[src/rtl/uart_rx_fsm.sv]
// uart_rx_fsm: sequences the UART RX counter, sampler, deserializer and start/parity/stop checkers across one frame.
module uart_rx_fsm #(
    parameter int DATA_WIDTH = 8,
    parameter int PRESCALE_W = 6,
    parameter int BIT_CNT_W  = 4
) (
    input  logic                  CLK,
    input  logic                  RST,
    input  logic                  RX_IN,
    input  logic                  PAR_EN,
    input  logic [PRESCALE_W-1:0] prescale,
    input  logic [PRESCALE_W-1:0] edge_count,
    input  logic [BIT_CNT_W-1:0]  bit_count,
    input  logic                  strt_glitch,
    input  logic                  par_err,
    input  logic                  stp_err,
    output logic                  cnt_enable,
    output logic                  dat_samp_en,
    output logic                  deser_en,
    output logic                  strt_chk_en,
    output logic                  par_chk_en,
    output logic                  stp_chk_en,
    output logic                  data_valid,
    output logic                  parity_error,
    output logic                  framing_error
);
    localparam logic [BIT_CNT_W-1:0] LAST_DATA = BIT_CNT_W'(DATA_WIDTH + 1);
    localparam logic [BIT_CNT_W-1:0] WD_LIM    = BIT_CNT_W'(DATA_WIDTH + 3);
    typedef enum logic [2:0] {IDLE, START, DATA, PARITY, STOP} state_t;
    state_t state, state_nxt;
    logic err_latch, err_nxt, par_q, dv_nxt, pe_nxt, fe_nxt;
    logic [PRESCALE_W-1:0] chk;
    logic at_chk, at_end, at_exit;
    // chk is the edge where the 3-sample majority vote is settled
    assign chk     = (prescale >> 1) + PRESCALE_W'(2);
    assign at_chk  = edge_count == chk;
    assign at_end  = edge_count == prescale;
    assign at_exit = edge_count == chk + PRESCALE_W'(1);
    assign cnt_enable  = state != IDLE;
    assign dat_samp_en = state != IDLE;
    assign strt_chk_en = state == START && at_chk;
    assign deser_en    = state == DATA && at_chk;
    assign par_chk_en  = state == PARITY && at_chk;
    assign stp_chk_en  = state == STOP && at_chk;
    always_comb begin
        state_nxt = state;
        err_nxt   = err_latch;
        dv_nxt    = 1'b0;
        pe_nxt    = 1'b0;
        fe_nxt    = 1'b0;
        if (state != IDLE && bit_count > WD_LIM) begin
            state_nxt = IDLE;
            fe_nxt    = 1'b1;
        end else begin
            case (state)
                IDLE: if (!RX_IN) begin
                    state_nxt = START;
                    err_nxt   = 1'b0;
                end
                START: state_nxt = (at_chk && strt_glitch) ? IDLE : at_end ? DATA : START;
                DATA: if (at_end && bit_count == LAST_DATA) state_nxt = par_q ? PARITY : STOP;
                PARITY: begin
                    if (at_chk && par_err) begin
                        err_nxt = 1'b1;
                        pe_nxt  = 1'b1;
                    end
                    if (at_end) state_nxt = STOP;
                end
                // leaving mid stop bit lets the next start bit be caught on time
                STOP: if (at_exit) begin
                    state_nxt = IDLE;
                    dv_nxt    = !stp_err && !err_latch;
                    fe_nxt    = stp_err;
                end
                default: state_nxt = IDLE;
            endcase
        end
    end
    always_ff @(posedge CLK or negedge RST) begin
        if (!RST) begin
            state         <= IDLE;
            err_latch     <= 1'b0;
            par_q         <= 1'b0;
            data_valid    <= 1'b0;
            parity_error  <= 1'b0;
            framing_error <= 1'b0;
        end else begin
            state         <= state_nxt;
            err_latch     <= err_nxt;
            par_q         <= (state == IDLE) ? PAR_EN : par_q;
            data_valid    <= dv_nxt;
            parity_error  <= pe_nxt;
            framing_error <= fe_nxt;
        end
    end
endmodule

[config.mk]
export PLATFORM = sky130hd
export DESIGN_NAME = uart_rx_fsm
export DESIGN_NICKNAME = d
export VERILOG_FILES = /design/src/rtl/uart_rx_fsm.sv
export SDC_FILE = /design/constraint.sdc
export NUM_CORES = 1
export LEC_CHECK = 0
export BUFFER_PORTS_ARGS = -buffer_cell sky130_fd_sc_hd__buf_4
export CELL_PAD_IN_SITES_DETAIL_PLACEMENT = 0
export CELL_PAD_IN_SITES_GLOBAL_PLACEMENT = 1
export CORE_MARGIN = 2
export CORE_UTILIZATION = 35
export CTS_BUF_LIST = sky130_fd_sc_hd__clkbuf_4 sky130_fd_sc_hd__clkbuf_8 sky130_fd_sc_hd__clkbuf_16
export CTS_CLUSTER_SIZE = 20
export DETAILED_ROUTE_END_ITERATION = 8
export PLACE_DENSITY_LB_ADDON = 0.2
export RECOVER_POWER = 100
export REMOVE_ABC_BUFFERS = 1
export SYNTH_ARGS = -nofsm -noshare
export SYNTH_HDL_FRONTEND = slang
export SYNTH_SLANG_ARGS = --single-unit
[constraint.sdc]
create_clock -name CLK -period 1.97 [get_ports CLK]
set_input_delay 0.197 -clock CLK [delete_from_list [all_inputs] [get_ports CLK]]
set_output_delay 0.197 -clock CLK [all_outputs]
set_load 0.01 [all_outputs]
==> results of run 1 <==
-- registers in the layout, indices dropped and copies added, names as in the netlist --
register,cells
data_valid,1
state,3
framing_error,1
parity_error,1
par_q,1
err_latch,1
-- cell usage after synthesis (all sizes together) (2+ instances only) --
cell / count / area (sq um)
a21oi: 3 / 15.0
o211ai: 4 / 35.0
a31oi: 2 / 18.8
nand2b: 2 / 12.5
buf: 3 / 20.0
nand2: 9 / 33.8
xor2: 6 / 60.1
nor2: 6 / 22.5
dfrtp: 8 / 200
nand4: 2 / 12.5
nand3b: 2 / 15.0
o21ai: 2 / 10.0
xnor2: 11 / 104
nor3: 5 / 30.0
nand3: 3 / 20.0
inv: 4 / 15.0
ha: 3 / 37.5
-- worst min path at each step --
stage / cells past startpoint / slack (ns) / startpoint / end
after floorplan: 0 / -0.1 / RST / data_valid
after global placement: 1 / 0.02 / RST / framing_error
after detailed placement: 1 / 0.02 / RST / framing_error
after CTS: 2 / 0.11 / stp_err / data_valid
after global routing: 2 / 0.10 / stp_err / data_valid
final: 2 / 0.11 / stp_err / data_valid
-- logic make-up after synthesis --
family / after synthesis / share of synthesized area [%]
AOI/OAI and AO/OA: 19 / 18.9
xor gates and xnor gates: 17 / 19.6
adders and majority gates: 3 / 4.49
buffers and inverters: 8 / 4.64
DFF: 8 / 24.0
muxes: 1 / 1.35
and+or+nand+nor: 38 / 27.1
-- through the flow --
stage / cell area [sq um] / std cells / hold WS (ns) / setup slack, ns
detailed placement: 1090 / 150 / 0.0203 / 0.0237
global route: 1090 / 155 / 0.102 / 0.0369
floorplan: 812 / 90 / -0.0986 / 0.308
CTS: 1120 / 154 / 0.108 / 0.0201
finish: 1090 / 155 / 0.111 / 0.133
global placement: 1090 / 150 / 0.0194 / 0.0616
-- routing by layer --
layer | wire (microns) | global-route usage [%] | up-vias
met4 | 0 | 1.28 | 0
met2 | 946 | 27.3 | 23
li1 | - | - | 410
met5 | 0 | 0 | -
met3 | 102 | 5.08 | 0
met1 | 1050 | 21.9 | 372
-- critical path, delay by kind of cell --
family	cells	cell delay (ns)
adders and majority gates	1	0.23
and+or+nand+nor	1	0.21
AOI/OAI and AO/OA	3	0.68
buffers and inverters	2	0.31
-- layout make-up --
| type | count | area, sq um | area share [%] |
|---|---|---|---|
| multi-input combinational | 78 | 602 | 55.0 |
| sequential | 8 | 200 | 18.3 |
| clock buffer | 3 | 22.5 | 2.06 |
| inverter | 4 | 15.0 | 1.37 |
| tap | 28 | 35.0 | 3.20 |
| timing repair buffer | 34 | 220 | 20.1 |
-- report_power, final --
| group | internal, mW | leakage [nW] | total, mW | switching [mW] |
|---|---|---|---|---|
| combinational | 0.132 | 0.332 | 0.292 | 0.161 |
| clock | 0.0694 | 0.0138 | 0.121 | 0.0511 |
| sequential | 0.189 | 0.107 | 0.224 | 0.0349 |
| total | 0.390 | 0.453 | 0.637 | 0.247 |
-- timing repair --
action	4_1_cts	5_1_grt
hold buffers	1	0
endpoints found under the setup margin	0	4
resized for setup	0	4
hold endpoints to repair	8	0
buffers inserted	0	1
==> impl_results.md, run 1 <==
* Number of max-cap violations at 0
* Total via count in the routed design at 805
* Cell Pwr Density at 582 mW/mm^2
* Vertical die dimension at 52.9 microns
* Wire length of the first global-routing pass at 3340 microns
* Commonest cells after routing, fill and taps aside: 23 x sky130_fd_sc_hd__buf_4, 10 x sky130_fd_sc_hd__clkbuf_1, 9 x sky130_fd_sc_hd__xnor2_1, 9 x sky130_fd_sc_hd__nand2_1, 8 x sky130_fd_sc_hd__dfrtp_1
* Fmax at 0.544 GHz
* Final cell utilization of the core at 49.0%
* Final setup violation count at 0
* Number of sinks driven by the clock tree at 8
* Number of ports placed on the die boundary at 32
* Core outline area at 0.00223 sq mm
* Start of the worst register-to-register path: state[0]
* Clock tree from TritonCTS: built
* Fraction of final layout cells sized beyond drive strength 1 at 29.1%
* Critical Setup Path Class: input pin to primary output
* Total of buffers placed on input and output ports at 31
* Critical-path top delay cell: sky130_fd_sc_hd__a221oi_2
* Total wire length after detailed routing at 2100 microns
* Fraction of synthesis flops using an asynchronous set or reset pin at 100%
* DRT antenna net count at 0
* Remaining routing DRC violations at 0
* Slowest Stage Delay on Critical Path at 0.29 ns
* Final Max Slew Viols at 0
* Number of nets in the final layout at 155
* Nature of the critical path endpoint: primary output
* Final Hold Vio Count at 0
* CP arrival at 1.64 ns
* Number of filler cells placed in the layout at 242
* Setup total negative slack at 0 ns
* H-tree level count at 1
* Critical path launch point type: input pin
* RSZ-0062 raised after global routing: no
* Worst setup path start: prescale[2]
* Register bit count reported by yosys at 8
* Endpoint of the worst register-to-register path: err_latch
* Worst Max-Slew Pin Slew at 0.433 ns
* Yosys warning count at 0
* Final worst path period need at 1.84 ns
* WP data required at 1.77 ns
* Pin count of the biggest net entering global routing at 10
* Area of the die at 0.00279 sq mm
* Worst hold-check path type: input pin to register
* Number of antenna violations at the first check in global routing at 0
* Final estimated routing congestion in global placement at 0.695
* Number of vias per cell at 5.19
* Critical Path, Cell by Cell: buf_4 > ha_2 > o21ba_1 > a221oi_2 > o211ai_2 > nor3_1 > clkbuf_1
* Worst IR Drop VDD at 742 uV
* Clock Root Buffer: sky130_fd_sc_hd__clkbuf_4
* Crit path to: deser_en
* Avg WL per Cell at 13.6 microns
* Global-route total usage across every layer at 16.5%
* Post-route fraction of the period consumed by the critical path at 93.3%
* Number of violations reported at the end of detailed-routing iteration 0 at 8
* Area growth syn-to-layout at 31.0%
* Die span in x at 52.9 microns
* Critical path fanouts, max at 7
* Avg Inst Size Synth at 8.89 sq um
* Setup clock skew after layout at 0.00463 ns
* Run status: completed
* Post-Syn Instances at 94
* Insertion delay of the later-clocked pin in the worst-skew pair at 0.25 ns
* Worst reg2reg path depth at 5
* Via count of the first global-routing pass at 786
* Netlist area before placement at 836 sq um
* Leakage dissipation at 0.453 nW
* Worst-case clock buffer depth at 2
* Worst reg2reg setup slack at 0.40 ns
* Diodes inserted at 0
* Relative slew margins at 71.1%
* Worst-path clk slew at 0.05 ns
* Total power at 637 uW
* Total gr overflow at 0
* Router iterations before antenna repair at 4
* Most used flip-flop cell after synthesis: sky130_fd_sc_hd__dfrtp_1
* Portion of the post-synthesis area used by sequential elements at 24.0%
* HPWL reported at the end of detailed placement at 1680 microns
* Number of distinct library cells after synthesis at 43
* Most common cell after layout, fill and taps aside: sky130_fd_sc_hd__buf_4
* Starting Density at 37.4%
* Number of CTS-inserted buffers at 3
* Floorplan row count at 17
* Number of flops mapped to enable cells by yosys at 0
No activity file was read; power rests on OpenSTA's default activity.
==> run 2: changes to the inputs <==
--- a/config.mk
+++ b/config.mk
@@ -8,6 +8,7 @@
 export BUFFER_PORTS_ARGS = -buffer_cell sky130_fd_sc_hd__buf_4
 export CELL_PAD_IN_SITES_DETAIL_PLACEMENT = 0
 export CELL_PAD_IN_SITES_GLOBAL_PLACEMENT = 1
+export CORE_ASPECT_RATIO = 1.1
 export CORE_MARGIN = 2
 export CORE_UTILIZATION = 35
 export CTS_BUF_LIST = sky130_fd_sc_hd__clkbuf_4 sky130_fd_sc_hd__clkbuf_8 sky130_fd_sc_hd__clkbuf_16
==> impl_results.md, run 2 (synthesized netlist as in run 1, its figures left out) <==
* Filler-free cell count of the finished design at 158 (was 155)
* Number of filler cells placed in the layout at 249 (was 242)
* Worst hold-check path type: input pin to register (unchanged)
* Wire length of the first global-routing pass at 3240 microns (was 3340 microns)
* Final setup violation count at 0 (unchanged)
* Number of vias per cell at 5.22 (was 5.19)
* Critical-path top delay cell: sky130_fd_sc_hd__ha_1 (was sky130_fd_sc_hd__a221oi_2)
* Number of violations reported at the end of detailed-routing iteration 0 at 20 (was 8)
* Worst-path clk slew at 0.05 ns (about the same)
* Insertion delay of the later-clocked pin in the worst-skew pair at 0.25 ns (about the same)
* Vertical die dimension at 55.3 microns (was 52.9 microns)
* Final Hold Vio Count at 0 (unchanged)
* Total gr overflow at 0 (unchanged)
* CP arrival at 1.61 ns (was 1.64 ns)
* HPWL reported at the end of detailed placement at 1640 microns (was 1680 microns)
* Pin count of the biggest net entering global routing at 10 (unchanged)
* Remaining routing DRC violations at 0 (unchanged)
* Via count of the first global-routing pass at 741 (was 786)
* Finished layout cell area at 0.00109 sq mm (about the same)
* Flip-flop count of the largest register, all copies and words added at 3 (unchanged)
* Power Internal at 389 uW (was 390 uW)
* Worst-case clock buffer depth at 2 (unchanged)
* Slack of the critical path at 0.167 ns (was 0.133 ns)
* Setup clock skew after layout at 0.00536 ns (was 0.00463 ns)
* Net Switching at 242 uW (was 247 uW)
* Family with the most delay on the worst path: simple AND/OR/NAND/NOR gates (was compound AO/OA/AOI/OAI gates)
* Setup total negative slack at 0 ns (unchanged)
* Final estimated routing congestion in global placement at 0.819 (was 0.695)
* Critical path fanouts, max at 6 (was 7)
* Final cell utilization of the core at 48.4% (was 49.0%)
* Total power at 631 uW (was 637 uW)
* DRT antenna net count at 0 (unchanged)
* Switching Fraction at 38.3% (was 38.8%)
* Number of antenna violations at the first check in global routing at 0 (unchanged)
* Clock Root Buffer: sky130_fd_sc_hd__clkbuf_4 (unchanged)
* Global-route total usage across every layer at 14.9% (was 16.5%)
* Floorplan row count at 18 (was 17)
* Number of CTS-inserted buffers at 3 (unchanged)
* Final worst path period need at 1.80 ns (was 1.84 ns)
* Worst Hold Slack at 0.119 ns (was 0.111 ns)
* Starting Density at 37.1% (was 37.4%)
* Power share of the sequential group at 35.4% (was 35.2%)
* Post-route fraction of the period consumed by the critical path at 91.5% (was 93.3%)
* Die span in x at 50.6 microns (was 52.9 microns)
* WP data required at 1.77 ns (about the same)
* Relative slew margins at 72.0% (was 71.1%)
* Area growth syn-to-layout at 30.4% (was 31.0%)
* Critical Path, Cell by Cell: buf_4 > inv_1 > ha_1 > xnor2_1 > nor3_1 > o211ai_2 > nor3_1 > buf_4 (was buf_4 > ha_2 > o21ba_1 > a221oi_2 > o211ai_2 > nor3_1 > clkbuf_1)
* Placed cell count at 152 (was 150)
* Worst IR Drop VDD at 307 uV (was 742 uV)
* Commonest cells after routing, fill and taps aside: 23 x sky130_fd_sc_hd__buf_4, 10 x sky130_fd_sc_hd__xnor2_1, 10 x sky130_fd_sc_hd__clkbuf_1 (was 23 x sky130_fd_sc_hd__buf_4, 10 x sky130_fd_sc_hd__clkbuf_1, 9 x sky130_fd_sc_hd__xnor2_1, 9 x sky130_fd_sc_hd__nand2_1, 8 x sky130_fd_sc_hd__dfrtp_1)
* Router iterations before antenna repair at 4 (unchanged)
* Leakage dissipation at 0.453 nW (about the same)
* Slowest Stage Delay on Critical Path at 0.32 ns (was 0.29 ns)
* Critical path launch point type: input pin (unchanged)
* Total of buffers placed on input and output ports at 31 (unchanged)
* Number of ports placed on the die boundary at 32 (unchanged)
* Core outline area at 0.00225 sq mm (was 0.00223 sq mm)
* Run status: completed (unchanged)
* H-tree level count at 1 (unchanged)
* Nature of the critical path endpoint: primary output (unchanged)
* Fmax at 0.555 GHz (was 0.544 GHz)
* Number of sinks driven by the clock tree at 8 (unchanged)
* Most flop-heavy register: state (unchanged)
* Number of nets in the final layout at 156 (was 155)
* Placement Setup Slack at -0.0112 ns (was 0.0237 ns)
* Total wire length after detailed routing at 1970 microns (was 2100 microns)
* Avg WL per Cell at 12.5 microns (was 13.6 microns)
* Cell Pwr Density at 579 mW/mm^2 (was 582 mW/mm^2)
* Area of the die at 0.00280 sq mm (was 0.00279 sq mm)
* Logic pwr share at 45.2% (was 45.9%)
* Diodes inserted at 0 (unchanged)
* RSZ-0062 raised after global routing: no (unchanged)
* Total via count in the routed design at 824 (was 805)
* Cell Area, Placed at 0.00109 sq mm (about the same)
* Number of max-cap violations at 0 (unchanged)
* Clock tree from TritonCTS: built (unchanged)
* Clock power share at 19.4% (was 18.9%)
* Critical Setup Path Class: input pin to primary output (unchanged)
* Worst Max-Slew Pin Slew at 0.420 ns (was 0.433 ns)
* Fraction of final layout cells sized beyond drive strength 1 at 28.1% (was 29.1%)
* Final Max Slew Viols at 0 (unchanged)
* Most common cell after layout, fill and taps aside: sky130_fd_sc_hd__buf_4 (unchanged)
* WP buf/inv at 3 (was 2)
==> run 2: cell count changes in the layout (fill, tap and decap cells not counted) <==
| cell | before | now |
|---|---|---|
| sky130_fd_sc_hd__xnor2_2 | 2 | 1 |
| sky130_fd_sc_hd__or4b_4 | 0 | 1 |
| sky130_fd_sc_hd__xnor2_1 | 9 | 10 |
| sky130_fd_sc_hd__nor4b_1 | 0 | 1 |
| sky130_fd_sc_hd__clkbuf_4 | 3 | 4 |
| sky130_fd_sc_hd__nor3_1 | 4 | 5 |
| sky130_fd_sc_hd__nor4b_2 | 1 | 0 |
| sky130_fd_sc_hd__or4b_1 | 1 | 0 |
| sky130_fd_sc_hd__nor3_2 | 1 | 0 |
==> run 2: final timing paths <==
| path | from | to | slack [ns] | cells after the start |
|---|---|---|---|---|
| setup / recovery | prescale[2] | deser_en | 0.17 | 8 |
| hold / removal | stp_err | data_valid | 0.12 | 2 |
| setup reg to reg | state[0] | state[1] | 0.48 | 4 |
| hold reg to reg | err_latch | data_valid | 0.46 | 1 |
| max in group asynchronous | RST | parity_error | 1.29 | 2 |
| min in group asynchronous | RST | state[0] | 0.38 | 2 |
==> run 2: area by class of cell <==
| type | count | area (sq um) | share of cell area (%) |
|---|---|---|---|
| Inverter | 4 | 15.0 | 1.38 |
| Clock buffer | 3 | 22.5 | 2.07 |
| Timing Repair Buffer | 35 | 228 | 20.9 |
| Tap cell | 30 | 37.5 | 3.44 |
| Sequential cell | 8 | 200 | 18.4 |
| Multi-Input combinational cell | 78 | 587 | 53.8 |
==> run 2: power by group through the flow <==
stage / combinational [mW] / sequential (mW) / clock [mW]
after floorplan: 0.176 / 0.217 / 0
after global placement: 0.312 / 0.226 / 0
after detailed placement: 0.314 / 0.224 / 0
after CTS: 0.320 / 0.222 / 0.127
after global routing: 0.326 / 0.229 / 0.139
final: 0.285 / 0.223 / 0.122
==> run 2: what timing repair did <==
item	CTS	global route
cloned	0	0
pin swaps	1	0
setup endpoints to repair	1	1
gates resized for setup	1	1
hold endpoints to repair	8	0
hold buffers	1	0
buffers inserted	2	0
==> run 2: routing by layer <==
| layer | track usage [%] | share of wire [%] |
|---|---|---|
| met5 | 0 | 0 |
| met3 | 2.43 | 5.7 |
| met1 | 18.2 | 43 |
| met4 | 3.47 | 0.76 |
| met2 | 26.9 | 51 |
==> run 3: changes to the inputs <==
--- a/config.mk
+++ b/config.mk
@@ -5,6 +5,7 @@
 export SDC_FILE = /design/constraint.sdc
 export NUM_CORES = 1
 export LEC_CHECK = 0
+export ABC_AREA = 1
 export BUFFER_PORTS_ARGS = -buffer_cell sky130_fd_sc_hd__buf_4
 export CELL_PAD_IN_SITES_DETAIL_PLACEMENT = 0
 export CELL_PAD_IN_SITES_GLOBAL_PLACEMENT = 1
==> constraint.sdc (replaced) <==
create_clock -name CLK -period 2.25 [get_ports CLK]
set_input_delay 0.225 -clock CLK [delete_from_list [all_inputs] [get_ports CLK]]
set_output_delay 0.225 -clock CLK [all_outputs]
set_load 0.01 [all_outputs]
==> impl_results.md, run 3 <==
* Compound-Gate Fraction of Synth Area at 6.24% (was 18.9%)
* Number of max-cap violations at 0 (unchanged)
* Portion of the post-synthesis area used by sequential elements at 21.2% (was 24.0%)
* Cell type with the highest aggregate area in the netlist: sky130_fd_sc_hd__dfrtp_1 (unchanged)
* Power share of the sequential group at 27.1% (was 35.4%)
* Total of cells resized after clock tree synthesis at 0 (was 1)
* Post-Syn Instances at 158 (was 94)
* Clock tree from TritonCTS: built (unchanged)
* Critical Path, Cell by Cell: buf_4 > inv_1 > ha_1 > inv_1 > nand2_1 > nand2_1 > nand3_1 > nor2_1 > nand3_1 > nor3_1 > clkbuf_1 (was buf_4 > inv_1 > ha_1 > xnor2_1 > nor3_1 > o211ai_2 > nor3_1 > buf_4)
* Critical path fanouts, max at 7 (was 6)
* Number of ports placed on the die boundary at 32 (unchanged)
* WP data required at 2.03 ns (was 1.77 ns)
* Flip-flop count of the largest register, all copies and words added at 3 (unchanged)
* Insertion delay of the later-clocked pin in the worst-skew pair at 0.25 ns (about the same)
* Floorplan row count at 19 (was 18)
* Clock Root Buffer: sky130_fd_sc_hd__clkbuf_4 (unchanged)
* Total power at 746 uW (was 631 uW)
* Worst-case clock buffer depth at 2 (unchanged)
* Die span in x at 53.5 microns (was 50.6 microns)
* Top cell types by occurrence after synthesis: 42 x sky130_fd_sc_hd__nand2_1, 30 x sky130_fd_sc_hd__inv_1, 18 x sky130_fd_sc_hd__nor2_1 (was 10 x sky130_fd_sc_hd__xnor2_1, 9 x sky130_fd_sc_hd__nand2_1, 8 x sky130_fd_sc_hd__dfrtp_1)
* Number of vias per cell at 4.76 (was 5.22)
* Number of filler cells placed in the layout at 287 (was 249)
* Busiest grt layer: met2 (unchanged)
* Worst hold-check path type: input pin to register (unchanged)
* Final cell utilization of the core at 46.8% (was 48.4%)
* Number of distinct library cells after synthesis at 21 (was 43)
* Multi-input gate area in the final layout at 589 sq um (was 587 sq um)
* Nature of the critical path endpoint: primary output (unchanged)
* Total area of sequential cells at 200 sq um (unchanged)
* Met2 demand-to-capacity share in global routing at 30.7% (was 26.9%)
* Switching Fraction at 45.7% (was 38.3%)
* Critical path launch point type: input pin (unchanged)
* Diodes inserted at 0 (unchanged)
* H-tree level count at 1 (unchanged)
* Cell Pwr Density at 632 mW/mm^2 (was 579 mW/mm^2)
* Fraction of synthesis flops using an asynchronous set or reset pin at 100% (unchanged)
* Post-Synth XOR/XNOR Area at 6.51% (was 19.6%)
* Net Switching at 341 uW (was 242 uW)
* Filler-free cell count of the finished design at 223 (was 158)
* Worst Max-Slew Pin Slew at 0.437 ns (was 0.420 ns)
* Area growth syn-to-layout at 25.2% (was 30.4%)
* GR Util met1 at 17.6% (was 18.2%)
* Most frequently used cell type in the post-synthesis netlist: sky130_fd_sc_hd__nand2_1 (was sky130_fd_sc_hd__xnor2_1)
* Register bit count reported by yosys at 8 (unchanged)
* Critical Setup Path Class: input pin to primary output (unchanged)
* Netlist area before placement at 942 sq um (was 836 sq um)
* Number of nets in the final layout at 220 (was 156)
* Critical-path top delay cell: sky130_fd_sc_hd__ha_1 (unchanged)
* Wire length of the first global-routing pass at 3780 microns (was 3240 microns)
* Placement Setup Slack at 0.384 ns (was -0.0112 ns)
* CP arrival at 1.74 ns (was 1.61 ns)
* Power Internal at 405 uW (was 389 uW)
* Post-synthesis mux area share at 0% (was 1.35%)
* Biggest area contributors in the synthesized netlist: sky130_fd_sc_hd__dfrtp_1 21%, sky130_fd_sc_hd__nand2_1 17%, sky130_fd_sc_hd__inv_1 12%, sky130_fd_sc_hd__nand3_1 8.0%, sky130_fd_sc_hd__nor2_1 7.2% (was sky130_fd_sc_hd__dfrtp_1 24%, sky130_fd_sc_hd__xnor2_1 10%, sky130_fd_sc_hd__xor2_1 5.2%, sky130_fd_sc_hd__ha_1 4.5%, sky130_fd_sc_hd__nand2_1 4.0%)
* Total of buffers placed on input and output ports at 31 (unchanged)
* Global-route total usage across every layer at 15.8% (was 14.9%)
* Number of flops mapped to enable cells by yosys at 0 (unchanged)
* Dominant combinational cell family by area after synthesis: simple AND/OR/NAND/NOR gates (unchanged)
* Core outline area at 0.00252 sq mm (was 0.00225 sq mm)
* Final setup violation count at 0 (unchanged)
* Logic pwr share at 58.7% (was 45.2%)
* Via count of the first global-routing pass at 977 (was 741)
* Leakage dissipation at 0.665 nW (was 0.453 nW)
* Post-synthesis simple-gate area fraction at 48.1% (was 27.1%)
* Slack of the critical path at 0.284 ns (was 0.167 ns)
* Most flop-heavy register: state (unchanged)
* Pin count of the biggest net entering global routing at 9 (was 10)
* Most common cell after layout, fill and taps aside: sky130_fd_sc_hd__nand2_1 (was sky130_fd_sc_hd__buf_4)
* Final worst path period need at 1.97 ns
* Slowest Stage Delay on Critical Path at 0.31 ns (was 0.32 ns)
* Vertical die dimension at 58.4 microns (was 55.3 microns)
* Proportion of netlist area held by the largest area contributor at 21.2% (was 24.0%)
* Total via count in the routed design at 1062 (was 824)
* Total wire length after detailed routing at 2250 microns (was 1970 microns)
* Worst-path clk slew at 0.05 ns (about the same)
* Setup total negative slack at 0 ns (unchanged)
* Total gr overflow at 0 (unchanged)
* Final Max Slew Viols at 0 (unchanged)
* Commonest cells after routing, fill and taps aside: 42 x sky130_fd_sc_hd__nand2_1, 30 x sky130_fd_sc_hd__inv_1, 23 x sky130_fd_sc_hd__buf_4 (was 23 x sky130_fd_sc_hd__buf_4, 10 x sky130_fd_sc_hd__xnor2_1, 10 x sky130_fd_sc_hd__clkbuf_1)
* HPWL reported at the end of detailed placement at 1990 microns (was 1640 microns)
* Worst IR Drop VDD at 381 uV (was 307 uV)
* Number of violations reported at the end of detailed-routing iteration 0 at 18 (was 20)
* Number of CTS-inserted buffers at 3 (unchanged)
* Cell Area, Placed at 0.00120 sq mm (was 0.00109 sq mm)
* Number of antenna violations at the first check in global routing at 0 (unchanged)
* Area of the die at 0.00312 sq mm (was 0.00280 sq mm)
* Relative slew margins at 70.9% (was 72.0%)
* Fraction of final layout cells sized beyond drive strength 1 at 16.1% (was 28.1%)
* Yosys warning count at 0 (unchanged)
* Avg WL per Cell at 10.1 microns (was 12.5 microns)
* Worst Hold Slack at 0.151 ns (was 0.119 ns)
* RSZ-0062 raised after global routing: no (unchanged)
* Final Hold Vio Count at 0 (unchanged)
* Adder and majority cell fraction of the synthesized area at 3.98% (was 4.49%)
* Final estimated routing congestion in global placement at 0.802 (was 0.819)
* Avg Inst Size Synth at 5.96 sq um (was 8.89 sq um)
* Most used flip-flop cell after synthesis: sky130_fd_sc_hd__dfrtp_1 (unchanged)
* Finished layout cell area at 0.00118 sq mm (was 0.00109 sq mm)
* Met3 track demand over resource at 0.761% (was 2.43%)
* Router iterations before antenna repair at 4 (unchanged)
* Setup clock skew after layout at 0.00817 ns (was 0.00536 ns)
* Remaining routing DRC violations at 0 (unchanged)
* DRT antenna net count at 0 (unchanged)
* Starting Density at 37.4% (was 37.1%)
* Clock power share at 14.2% (was 19.4%)
* Run status: completed (unchanged)
* Fmax at 0.509 GHz
* Placed cell count at 219 (was 152)
* Post-route fraction of the period consumed by the critical path at 87.4%
* Number of sinks driven by the clock tree at 8 (unchanged)
run 3: layout make-up:
type	instances	area share, %
sequential	8	17.0
clock buffer	3	1.91
timing repair buffer	33	18.3
tap	31	3.29
multi-input combinational	118	49.9
inverter	30	9.54
run 3: kinds of logic after synthesis:
logic type,after synthesis
simple gates,97
buf+inv,32
compound gates,11
flops,8
xor+xnor,7
fa+ha+maj,3
run 3: final timing paths:
kind | startpoint | endpoint | slack [ns] | cells past startpoint
worst max-delay path | prescale[2] | par_chk_en | 0.28 | 11
worst min-delay path | stp_err | data_valid | 0.15 | 2
worst max register to register | state[0] | state[1] | 0.67 | 9
worst min register to register | err_latch | data_valid | 0.44 | 1
max in group asynchronous | RST | data_valid | 1.52 | 2
min in group asynchronous | RST | state[0] | 0.42 | 2
run 3: layer usage:
metal | share of wire, % | up-vias
met5 | 0 | -
met4 | 0.44 | 0
met3 | 3.8 | 2
met2 | 55 | 18
met1 | 41 | 472
li1 | - | 570
run 3: power by group through the flow:
stage               clock network, mW  logic, mW  registers (mW)
floorplan                           0      0.300           0.205
global placement                    0      0.476           0.209
detailed placement                  0      0.478           0.208
CTS                             0.109      0.481           0.206
global route                    0.114      0.517           0.208
finish                          0.106      0.438           0.202
run 3: worst max-delay path, delay by kind of cell:
family,cells,cell delay (ns)
buf+inv,4,0.47
simple gates,6,0.73
fa+ha+maj,1,0.31
run 3: repair_timing:
action,CTS,global route
setup buffers,0,0
hold endpoints to repair,8,0
hold buffers,1,0
setup endpoints to repair,0,0
